## src/rtl/datapath.sv

```systemverilog
// Accumulator-style datapath: a shared bus muxes one source into the register
// set each cycle; AC goes through a small ALU, AR/ARB drive the memory addresses.

module dp_reg #(
  parameter int W = 8
) (
  input  logic         clk,
  input  logic         rst_n,
  input  logic         clr,
  input  logic         ld,
  input  logic [W-1:0] d,
  output logic [W-1:0] q
);
  always_ff @(posedge clk or negedge rst_n) begin
    if (!rst_n)   q <= '0;
    else if (clr) q <= '0;
    else if (ld)  q <= d;
  end
endmodule

module datapath #(
  parameter int DATA_W = 8,
  parameter int ADDR_W = 8
) (
  input  logic              clk,
  input  logic              rst_n,
  input  logic [13:0]       write_en,
  input  logic [3:0]        bus_ld,
  input  logic [1:0]        inc,
  input  logic [3:0]        clr,
  input  logic [3:0]        alu_mode,
  input  logic              dm_wr,
  input  logic              im_wr,
  input  logic              end_op,
  input  logic [DATA_W-1:0] imem_rdata,
  input  logic [DATA_W-1:0] dmem_rdata,
  output logic [ADDR_W-1:0] imem_addr,
  output logic [ADDR_W-1:0] dmem_addr,
  output logic [DATA_W-1:0] mem_wdata,
  output logic              dmem_we,
  output logic              imem_we,
  output logic [7:0]        ir,
  output logic              z,
  output logic              done
);
  // Plain bus-loaded registers live in one packed array, indexed below.
  localparam int NGP = 10;
  localparam int I_DR = 0, I_IR = 1, I_R = 2, I_TR = 3, I_R1 = 4;
  localparam int I_R2 = 5, I_RI = 6, I_RJ = 7, I_RK = 8, I_R3 = 9;

  logic [NGP-1:0][DATA_W-1:0] gp_q;
  logic [NGP-1:0]             gp_ld, gp_clr;
  logic [DATA_W-1:0]          bus, alu, ac_q;
  logic [ADDR_W-1:0]          bus_a, ar_q, arb_q, pc_q;
  logic                       done_q;

  assign gp_ld = {write_en[0], write_en[1], write_en[2], write_en[3], write_en[4],
                  write_en[5], write_en[7], write_en[8], write_en[9], write_en[10]};

  always_comb begin
    gp_clr       = '0;
    gp_clr[I_R]  = clr[3];
    gp_clr[I_TR] = clr[1];
  end

  for (genvar g = 0; g < NGP; g++) begin : g_gp
    dp_reg #(.W(DATA_W)) u_reg (
      .clk   (clk),
      .rst_n (rst_n),
      .clr   (gp_clr[g]),
      .ld    (gp_ld[g]),
      .d     (bus),
      .q     (gp_q[g])
    );
  end

  always_comb begin
    case (bus_ld)
      4'd0:    bus = imem_rdata;
      4'd1:    bus = dmem_rdata;
      4'd2:    bus = DATA_W'(pc_q);
      4'd3:    bus = gp_q[I_DR];
      4'd4:    bus = gp_q[I_R];
      4'd5:    bus = ac_q;
      4'd6:    bus = gp_q[I_TR];
      4'd7:    bus = gp_q[I_R1];
      4'd8:    bus = gp_q[I_R2];
      4'd9:    bus = gp_q[I_RI];
      4'd10:   bus = gp_q[I_RJ];
      4'd11:   bus = gp_q[I_RK];
      4'd12:   bus = gp_q[I_R3];
      default: bus = '0;
    endcase
  end

  assign bus_a = ADDR_W'(bus);

  // Unused modes make a write_en[6] load a hold, which still beats inc[1].
  always_comb begin
    case (alu_mode)
      4'd0:    alu = ac_q + bus;
      4'd1:    alu = ac_q - bus;
      4'd2:    alu = ac_q * bus;
      4'd4:    alu = bus;
      default: alu = ac_q;
    endcase
  end

  always_ff @(posedge clk or negedge rst_n) begin
    if (!rst_n) begin
      arb_q  <= '0;
      ar_q   <= '0;
      pc_q   <= '0;
      ac_q   <= '0;
      done_q <= 1'b0;
    end else begin
      if (write_en[13]) arb_q <= bus_a;

      // AR without ARB is the fetch path: it copies the pre-edge PC.
      if (clr[0])            ar_q <= '0;
      else if (write_en[12]) ar_q <= write_en[13] ? bus_a : pc_q;

      if (clr[0])            pc_q <= '0;
      else if (write_en[11]) pc_q <= bus_a;
      else if (inc[0])       pc_q <= pc_q + ADDR_W'(1);

      if (clr[2])            ac_q <= '0;
      else if (write_en[6])  ac_q <= alu;
      else if (inc[1])       ac_q <= ac_q + DATA_W'(1);

      if (end_op) done_q <= 1'b1;
    end
  end

  assign imem_addr = ar_q;
  assign dmem_addr = arb_q;
  assign mem_wdata = bus;
  assign dmem_we   = dm_wr;
  assign imem_we   = im_wr;
  assign ir        = 8'(gp_q[I_IR]);
  assign z         = (ac_q == '0);
  assign done      = done_q;

endmodule
```

## config.mk

```make
export PLATFORM = sky130hd
export DESIGN_NAME = datapath
export DESIGN_NICKNAME = d
export VERILOG_FILES = /design/src/rtl/datapath.sv
export SDC_FILE = /design/constraint.sdc
export NUM_CORES = 1
export LEC_CHECK = 0
export BUFFER_PORTS_ARGS = -buffer_cell sky130_fd_sc_hd__buf_4
export CORE_ASPECT_RATIO = 1.5
export CORE_MARGIN = 3
export CORE_UTILIZATION = 59
export DETAILED_ROUTE_END_ITERATION = 8
export PLACE_DENSITY = 0.88
export SYNTH_ARGS = -nofsm -noshare
export SYNTH_HDL_FRONTEND = slang
export SYNTH_SLANG_ARGS = --single-unit
```

## constraint.sdc

```tcl
create_clock -name clk -period 8 [get_ports clk]
set_clock_uncertainty 0.1 [all_clocks]
set_input_delay 0.8 -clock clk [delete_from_list [all_inputs] [get_ports clk]]
set_output_delay 0.8 -clock clk [all_outputs]
set_load 0.005 [all_outputs]
```

==> run_results.csv, run 1 <==
group,metric,value,unit
timing,rsz0062_at_grt,"false",
setup_path,endpoint_kind,"flop",
timing,fmax,156,MHz
status,outcome,"finished, final reports clean",
clock_tree,post_cts_buffers,0,
placement,dp_hpwl,14.6,mm
clock_tree,holdBufCountCts,0,
floorplanning,ios,85,
clock_tree,cts.path.max_buffers,2,
clock_tree,clk_pin_slew,0.05,ns
pwr,p_leak,3.79,nW
placement,gp_congestion,1.01,
synthesis,synthCells,776,
routing,antenna_left,0,
synthesis,yosys.area_share.simple,16.4,%
routing,wl,20.8,mm
setup_path,crit_required,8.24,ns
floorplanning,die_x,95.6,µm
synthesis,synth.distinct_cells,72,
timing,hold_violations,0,
synthesis,synth_top_family_by_area,"compound AO/OA/AOI/OAI gates",
clock_tree,post_cts_resized,0,
clock_tree,cts_root_buffer,"clkbuf_16",
timing,max_slew_margin,32.7,%
global_routing,antenna_found_initial,0,
setup_path,crit_fanout,46,
global_routing,grt_pass1_vias,6611,
synthesis,synth-compound-area-share,18.7,%
synthesis,synthMuxAreaShare,6.04,%
final_layout,layoutNonFillerInstCount,990,
final_layout,antennaDiodeCount,0,
final_layout,layout-drive-gt1-share,18.3,%
synthesis,yosys.area_share.adder,8.73,%
worst_hold_path,hold_path.class,"input port to async pin",
setup_path,slowest_delay,0.55,ns
routing,first_iter_violations,528,
global_routing,busiest_layer,"met2",
final_layout,nets,918,
timing,layout_min_cycle_time,6.39,ns
clock_tree,cts_buffers,17,
timing,tightest_slew,1.01,ns
routing,drt_first_pass_iters,5,
synthesis,avgSynthCellArea,9.16,µm²
clock_tree,clk_latency,0.41,ns
synthesis,synth_enable_flop_cells,0,
routing,routed_via_density,6.49,
synthesis,synth_xor_xnor_area_share,4.70,%
synthesis,ys_ff_latch,113,
global_routing,grtUsageTotal,32.5,%
global_routing,globalRouteMet1Util,37.6,%
synthesis,ys_seq_area_share,39.8,%
setup_path,critPathKind,"input port to flop",
synthesis,yosys_warnings,0,
synthesis,syn_nets,866,
placement,io_buffer_count,80,
pwr,power,1.96,mW
final_layout,syn_to_final_growth,17.5,%
timing,fin_setup_tns,0,ns
timing,finalCritPeriodShare,79.9,%
synthesis,synth-main-ff-cell,"dfrtp_1",
global_routing,grt_remaining_overflow,0,
timing,setup_viol,0,
clock_tree,clock_sinks,113,
floorplanning,std_cell_rows,48,
global_routing,grt_max_degree,58,
routing,avgRoutedWirePerCell,21.0,µm
floorplanning,initial_core_util,61.0,%
setup_path,reg2regPathDepth,21,
routing,vias,6426,
synthesis,netlist_area,7110,µm²
floorplanning,core,11700,µm²
routing,drc,0,
global_routing,grt_pass1_wl,33.4,mm
clock_tree,cts_max_level,4,
setup_path,crit_top_cell,"inv_1",
placement,dp_cells,959,
setup_path,slowest_stage,"fa_1",
global_routing,met3_usage,7.04,%
clock_tree,cts_tree,"built",
setup_path,path_cells,"buf_4 > mux2_2 > a221oi_1 > o22ai_1 > a221oi_2 > inv_1 > nand2_1 > fa_1 > inv_1 > ha_1 > fa_1 > inv_1 > fa_1 > inv_1 > ha_1 > a21oi_1 > xnor2_1 > xnor2_1 > xnor2_1 > xnor3_1 > a221o_1 > o21ai_2",
floorplanning,fp.dieArea,13400,µm²
synthesis,async_reset_ff_share,100,%
setup_path,cp.arrival,6.63,ns
pwr,vdd_ir_drop_max,0.000148,V
setup_path,setup.worst_path.start_class,"input port",
floorplanning,die_h,140,µm
pwr,powerDensity,235,nW/µm²
timing,finalMaxSlewViolations,0,
global_routing,grt_use_met2,53.5,%
job,drv_cap,0,
## state kept, by name (all words and copies together), names as in the netlist
name	count
done	1
ac_q	8
imem_addr	8
g_gp.u_reg.q	80
dmem_addr	8
pc_q	8
## final timing paths
check                      slack, ns          from                  to
min                             0.33         rst_n        dmem_addr[0]
max reg2reg                     2.05       ac_q[3]             ac_q[7]
min in group clk                0.38  dmem_addr[7]        dmem_addr[7]
min reg2reg                     0.38  dmem_addr[7]        dmem_addr[7]
max                             1.61     bus_ld[0]             ac_q[7]
max in group asynchronous       6.23         rst_n  g_gp[9].u_reg.q[3]
## layer usage
layer | wire length (µm) | up-vias
met1 | 7170 | 3084
met2 | 10500 | 389
met5 | 0 | -
met4 | 1410 | 0
li1 | - | 2819
met3 | 1760 | 134
## per-stage QoR
| stage | hold WS, ns | setup slack (ns) | area (µm²) | utilization [%] |
|---|---|---|---|---|
| finish | 0.331 | 1.61 | 8350 | 71.7 |
| global route | 0.392 | 1.46 | 8350 | 71.7 |
| CTS | 0.366 | 1.71 | 8350 | 71.7 |
| detailed placement | 0.371 | 1.31 | 7740 | 66.4 |
| global placement | 0.352 | 1.36 | 7740 | 66.4 |
| floorplan | 0.365 | 1.68 | 7110 | - |
## worst max-delay path: cells and delay by family
kind                     cells  cell delay [ns]
XOR/XNOR                     4             0.86
AND/OR/NAND/NOR              1             0.15
buffers and inverters        5             0.82
multiplexers                 1             0.40
adder cells (fa/ha/maj)      5             2.05
AO/OA/AOI/OAI                6             1.50
## report_power, final
part,leakage [nW],internal [mW],total (mW),switching [mW]
clock,0.297,0.526,0.778,0.252
combinational,2.11,0.204,0.479,0.274
sequential,1.39,0.643,0.705,0.0625
## cells by family (layout without fill, tap and decap cells)
family	count (synthesis)	after routing
buffers and inverters	98	162
AOI/OAI and AO/OA	202	202
and+or+nand+nor	248	248
DFF	113	113
xor gates and xnor gates	35	35
adders and majority gates	42	42
muxes	38	38
## final cells by class
type	instances	area (µm²)
fillers	845	3300
flip-flops and latches	113	2830
multi-input cells	565	3890
clock inverters	10	160
inverters	40	150
clock buffers	21	450
repair buffers	91	683
well taps	150	188
## cells in the mapped netlist (all sizes together) (4+ instances only)
cell	n	area (µm²)
ha	28	350
nor2	117	442
fa	13	260
a211oi	23	173
o21a	10	75.1
buf	24	126
nand2b	13	81.3
o211ai	9	67.6
mux2	19	214
nor3	10	50.1
inv	38	143
o32ai	4	35.0
nand3b	4	30.0
nand3	9	45.0
a21oi	94	470
dfrtp	113	2830
clkbuf	34	129
nand2	45	169
xnor2	25	219
a221oi	6	76.3
o22ai	5	31.3
o21ai	11	62.6
xor2	8	70.1
and3	6	37.5
nor2b	20	125
mux2i	17	170
or2	4	25.0
## layout by cell type (no fill, tap or decap), types with 13 or more instances in the layout
master,count
fa_1,13
mux2_2,18
nor2b_1,20
nor2_1,116
a21oi_1,94
dfrtp_1,113
nand2b_1,13
xnor2_1,25
inv_1,38
mux2i_1,17
ha_1,28
clkbuf_16,17
buf_4,91
nand2_1,45
a211oi_1,23
No activity file was read; power rests on OpenSTA's default activity.
==> run 2: changes to the inputs <==
--- a/config.mk
+++ b/config.mk
@@ -8,9 +8,9 @@
 export BUFFER_PORTS_ARGS = -buffer_cell sky130_fd_sc_hd__buf_4
 export CORE_ASPECT_RATIO = 1.5
 export CORE_MARGIN = 3
-export CORE_UTILIZATION = 59
+export CORE_UTILIZATION = 53
 export DETAILED_ROUTE_END_ITERATION = 8
-export PLACE_DENSITY = 0.88
+export PLACE_DENSITY = 0.84
 export SYNTH_ARGS = -nofsm -noshare
 export SYNTH_HDL_FRONTEND = slang
 export SYNTH_SLANG_ARGS = --single-unit
==> constraint.sdc (replaced) <==
create_clock -name clk -period 5.4 [get_ports clk]
set_clock_uncertainty 0.1 [all_clocks]
set_input_delay 0.54 -clock clk [delete_from_list [all_inputs] [get_ports clk]]
set_output_delay 0.54 -clock clk [all_outputs]
set_load 0.005 [all_outputs]
==> run_results.csv, run 2 (same netlist as run 1, synthesis figures left out) <==
group,metric,value,unit
final_layout,fill_cells,965,
pwr,seq_power_share,34.5,%
clock_tree,cts_buffers,17,
routing,wl,21.3,mm
setup_path,crit_required,5.64,ns
setup_path,endpoint_kind,"flop",
timing,layout_min_cycle_time,5.26,ns
pwr,p_switching,927,µW
final_layout,layout-drive-gt1-share,26.6,%
setup_path,cp-endpoint,"ac_q[7]",
setup_path,rr_endpoint,"ac_q[7]",
pwr,power,2.97,mW
global_routing,grt_remaining_overflow,0,
setup_path,path_cells,"mux2_4 > a221oi_2 > o22ai_2 > a221oi_2 > inv_1 > buf_6 > nand2_2 > fa_1 > inv_2 > ha_4 > fa_1 > inv_1 > fa_2 > inv_2 > ha_4 > a21oi_2 > xnor2_1 > xnor2_1 > xnor2_1 > xnor3_1 > a221o_1 > o21ai_2",
setup_path,critPathKind,"flop to flop",
routing,routed_via_density,6.08,
timing,max_slew_margin,46.3,%
timing,rsz0062_at_grt,"false",
clock_tree,clk_latency,0.41,ns
clock_tree,cts.path.max_buffers,2,
timing,tightest_slew,0.803,ns
global_routing,grtUsageTotal,29.6,%
routing,drt_first_pass_iters,5,
floorplanning,die_x,101,µm
setup_path,slowest_stage,"fa_1",
pwr,comb_power_share,27.0,%
timing,hold_ws,0.0744,ns
placement,dp_hpwl,15.5,mm
setup_path,rrSetupSlack,0.14,ns
placement,dp_cells,1023,
pwr,powerDensity,332,nW/µm²
final_layout,nets,977,
setup_path,crit_start,"pc_q[4]",
final_layout,final_cell_mix,"buf_4 (144), nor2_1 (115), dfrtp_1 (112)",
pwr,p_clk_share,38.6,%
routing,first_iter_violations,588,
setup_path,cp.arrival,5.50,ns
routing,antenna_left,0,
worst_hold_path,hold_path.class,"input port to async pin",
clock_tree,clk_pin_slew,0.06,ns
floorplanning,core,13100,µm²
setup_path,slowest_delay,0.53,ns
global_routing,antenna_found_initial,0,
setup_path,crit_top_cell,"xnor2_1",
final_layout,antennaDiodeCount,0,
setup_path,r2r-start,"pc_q[4]",
pwr,vdd_ir_drop_max,0.000198,V
pwr,switching_share,31.2,%
pwr,internal-power,2.05,mW
timing,setup_viol,0,
setup_path,setup.worst_path.start_class,"flop",
clock_tree,cts_tree,"built",
floorplanning,fp.dieArea,14900,µm²
global_routing,grt_pass1_vias,6582,
setup_path,crit_fanout,5,
floorplanning,initial_core_util,54.3,%
final_layout,largest_reg_flops,80,
routing,drc,0,
floorplanning,ios,85,
global_routing,grt_pass1_wl,33.9,mm
final_layout,regMostFlops,"g_gp.u_reg.q",
routing,vias,6438,
final_layout,layoutNonFillerInstCount,1059,
timing,finalCritPeriodShare,97.4,%
setup_path,reg2regPathDepth,22,
placement,gp_congestion,0.948,
clock_tree,cts_root_buffer,"clkbuf_16",
routing,avgRoutedWirePerCell,20.1,µm
final_layout,final_common_cell,"buf_4",
placement,io_buffer_count,80,
clock_tree,holdBufCountCts,0,
timing,fmax,190,MHz
job,drv_cap,0,
timing,finalMaxSlewViolations,0,
clock_tree,cts_max_level,4,
pwr,p_leak,4.08,nW
global_routing,grt_max_degree,58,
status,outcome,"finished, final reports clean",
final_layout,syn_to_final_growth,26.1,%
timing,hold_violations,0,
floorplanning,die_h,148,µm
clock_tree,clock_sinks,113,
floorplanning,std_cell_rows,51,
## run 2: area by class of cell
| class | count | area [µm²] | share of cell area (%) |
|---|---|---|---|
| clock inverter | 15 | 184 | 2.05 |
| tap | 159 | 199 | 2.22 |
| clock buffer | 17 | 425 | 4.75 |
| multi-input combinational | 565 | 3990 | 44.5 |
| timing repair buffer | 150 | 1180 | 13.2 |
| sequential | 113 | 2830 | 31.6 |
| inverter | 40 | 150 | 1.67 |
## run 2: critical path: cells and delay by family, from the launching register on
family	cells	cell delay, ns
xor+xnor	4	0.71
flops	1	0.44
buf+inv	5	0.47
fa+ha+maj	5	1.91
mux	1	0.29
simple gates	1	0.05
compound gates	6	1.22
## run 2: stage by stage
stage	setup slack (ns)	TNS [ns]	instance area [µm²]	util [%]
2_1_floorplan	-0.00132	-0.00132	7240	-
3_3_place_gp	-0.105	-0.105	8290	63.4
5_1_grt	0.0127	0	8960	68.5
6_report	0.142	0	8960	68.5
3_5_place_dp	-0.164	-0.164	8290	63.4
4_1_cts	0.167	0	8900	68.0
## run 2: timing repair
item,4_1_cts,5_1_grt
setup endpoints to repair,0,1
setup buffers,0,4
gates resized for setup,0,8
## run 2: power by group through the flow
stage                     combinational (mW)  clock [mW]  sequential, mW
after global placement                 0.758           0            1.03
after global routing                   0.875        1.20            1.04
final                                  0.802        1.15            1.03
after CTS                              0.787        1.15            1.02
after floorplan                        0.481           0            1.02
after detailed placement               0.777           0            1.04
## run 2: layer usage
metal,track usage (%),vias up,routed length [µm]
met5,0,-,0
met4,17.1,0,1340
met3,4.91,97,1300
met2,50.1,298,10900
met1,34.9,3111,7710
li1,-,2932,-
## run 2: how the worst min path moves through the flow
stage	startpoint	end	slack [ns]	cells past startpoint
CTS	rst_n	g_gp[5].u_reg.q[7]	0.10	1
finish	rst_n	g_gp[5].u_reg.q[7]	0.07	1
floorplan	rst_n	ac_q[0]	0.14	0
global placement	done	done	0.35	1
detailed placement	dmem_addr[4]	dmem_addr[4]	0.37	1
global route	rst_n	g_gp[5].u_reg.q[7]	0.12	1
==> run 3: changes to the inputs <==
--- a/config.mk
+++ b/config.mk
@@ -8,9 +8,9 @@
 export BUFFER_PORTS_ARGS = -buffer_cell sky130_fd_sc_hd__buf_4
 export CORE_ASPECT_RATIO = 1.5
 export CORE_MARGIN = 3
-export CORE_UTILIZATION = 53
+export CORE_UTILIZATION = 29
 export DETAILED_ROUTE_END_ITERATION = 8
-export PLACE_DENSITY = 0.84
+export PLACE_DENSITY = 0.54
 export SYNTH_ARGS = -nofsm -noshare
 export SYNTH_HDL_FRONTEND = slang
 export SYNTH_SLANG_ARGS = --single-unit
==> run_results.csv, run 3 (same netlist as run 1, synthesis figures left out) <==
group,metric,value,unit
setup_path,reg2regPathDepth,21,
status,outcome,"finished, final reports clean",
global_routing,grtUsageTotal,17.8,%
floorplanning,die_h,198,µm
final_layout,largest_reg_flops,80,
setup_path,critPathKind,"input port to flop",
clock_tree,cts_buffers,17,
pwr,powerDensity,326,nW/µm²
pwr,p_leak,4.15,nW
floorplanning,initial_core_util,29.7,%
floorplanning,ios,85,
pwr,p_switching,959,µW
final_layout,syn_to_final_growth,30.8,%
clock_tree,clk_pin_slew,0.05,ns
setup_path,endpoint_kind,"flop",
routing,avgRoutedWirePerCell,19.0,µm
clock_tree,clock_sinks,113,
setup_path,r2r-start,"pc_q[4]",
pwr,p_clk_share,38.8,%
routing,vias,6225,
routing,drt_first_pass_iters,5,
global_routing,grt_use_met2,31.7,%
setup_path,crit_required,5.64,ns
final_layout,layout-drive-gt1-share,28.8,%
timing,hold_violations,0,
global_routing,grt_remaining_overflow,0,
final_layout,fill_cells,2414,
pwr,seq_power_share,33.8,%
global_routing,met3_usage,2.57,%
timing,setup_viol,0,
placement,gp_congestion,0.876,
clock_tree,cts_tree,"built",
setup_path,rrSetupSlack,0.21,ns
routing,antenna_left,0,
timing,tightest_slew,0.946,ns
final_layout,regArea,2830,µm²
floorplanning,core,23900,µm²
timing,layout_min_cycle_time,5.20,ns
timing,layout_setup_ws,0.203,ns
global_routing,grt_max_degree,65,
setup_path,cp.arrival,5.44,ns
timing,finalCritPeriodShare,96.2,%
global_routing,antenna_found_initial,0,
final_layout,nets,990,
global_routing,globalRouteMet1Util,21.0,%
global_routing,busiest_layer,"met2",
setup_path,setup.worst_path.start_class,"input port",
worst_hold_path,hold_path.class,"input port to async pin",
floorplanning,fp.dieArea,26500,µm²
final_layout,final_cell_mix,"buf_4 (158), nor2_1 (115), dfrtp_1 (113)",
final_layout,multiInputGateArea,4040,µm²
clock_tree,cts_root_buffer,"clkbuf_16",
pwr,comb_power_share,27.4,%
timing,fmax,192,MHz
routing,drc,0,
placement,io_buffer_count,80,
routing,first_iter_violations,440,
job,drv_cap,0,
setup_path,crit_fanout,14,
clock_tree,cts_max_level,4,
final_layout,antennaDiodeCount,0,
global_routing,grt_pass1_wl,36.1,mm
timing,max_slew_margin,36.0,%
clock_tree,clk_latency,0.42,ns
pwr,internal-power,2.08,mW
timing,finalMaxSlewViolations,0,
pwr,vdd_ir_drop_max,0.000173,V
final_layout,regMostFlops,"g_gp.u_reg.q",
floorplanning,die_x,134,µm
timing,hold_ws,0.129,ns
placement,pre_cts_slack,-0.209,ns
final_layout,final_common_cell,"buf_4",
setup_path,rr_endpoint,"ac_q[7]",
pwr,switching_share,31.6,%
routing,wl,23.4,mm
global_routing,grt_pass1_vias,6342,
clock_tree,cts.path.max_buffers,2,
routing,routed_via_density,5.05,
floorplanning,std_cell_rows,69,
placement,dp_hpwl,17.6,mm
## run 3: worst max-delay path: stages
cell      delay, ns
buf_4          0.17
buf_12         0.17
mux2i_2        0.27
o32ai_2        0.11
a221oi_1       0.29
o211a_1        0.33
buf_4          0.15
nor2_1         0.04
ha_2           0.21
fa_1           0.47
ha_1           0.29
inv_1          0.05
fa_1           0.52
inv_1          0.06
fa_2           0.34
a21o_1         0.20
a21oi_4        0.17
xnor2_2        0.07
xnor2_1        0.22
xnor2_1        0.15
xnor3_1        0.23
a221o_1        0.31
o21ai_2        0.06
## run 3: stage by stage
step | instances | setup TNS [ns] | cell area [µm²] | util, % | total power [mW]
floorplan | 776 | -0.00132 | 7240 | - | 1.50
global placement | 1196 | -0.209 | 8560 | 35.8 | 1.85
detailed placement | 1196 | -0.209 | 8560 | 35.8 | 1.85
CTS | 1228 | 0 | 9180 | 38.4 | 3.05
global route | 1232 | -0.0223 | 9300 | 38.9 | 3.19
finish | 1232 | 0 | 9300 | 38.9 | 3.04
## run 3: power groups by stage
stage | clock [mW] | sequential [mW] | combinational, mW
6_report | 1.18 | 1.03 | 0.832
5_1_grt | 1.24 | 1.04 | 0.916
4_1_cts | 1.20 | 1.03 | 0.817
3_5_place_dp | 0 | 1.04 | 0.814
3_3_place_gp | 0 | 1.04 | 0.808
2_1_floorplan | 0 | 1.02 | 0.481
## run 3: layout make-up
cell class              count  share of cell area, %
well taps                 319                   4.29
multi-input cells         565                   43.5
clock buffers              18                   4.72
inverters                  40                   1.61
clock inverters            14                   1.95
repair buffers            163                   13.5
flip-flops and latches    113                   30.4
## run 3: metal layers
| metal | share of wire, % | up-vias |
|---|---|---|
| met5 | 0 | - |
| met4 | 4.0 | 0 |
| met3 | 4.3 | 53 |
| met2 | 52 | 187 |
| met1 | 40 | 3011 |
| li1 | - | 2974 |
## run 3: repair_timing
item,CTS,global route
gates resized for setup,0,20
hold buffers,0,0
buffers inserted,0,4
setup endpoints to repair,0,1
## run 3: how the worst max path moves through the flow
stage	to	depth (start not counted)	startpoint
global placement	ac_q[7]	23	bus_ld[2]
global route	ac_q[7]	23	bus_ld[3]
CTS	ac_q[7]	22	pc_q[4]
finish	ac_q[7]	23	bus_ld[3]
detailed placement	ac_q[7]	23	bus_ld[0]
floorplan	ac_q[7]	23	bus_ld[0]
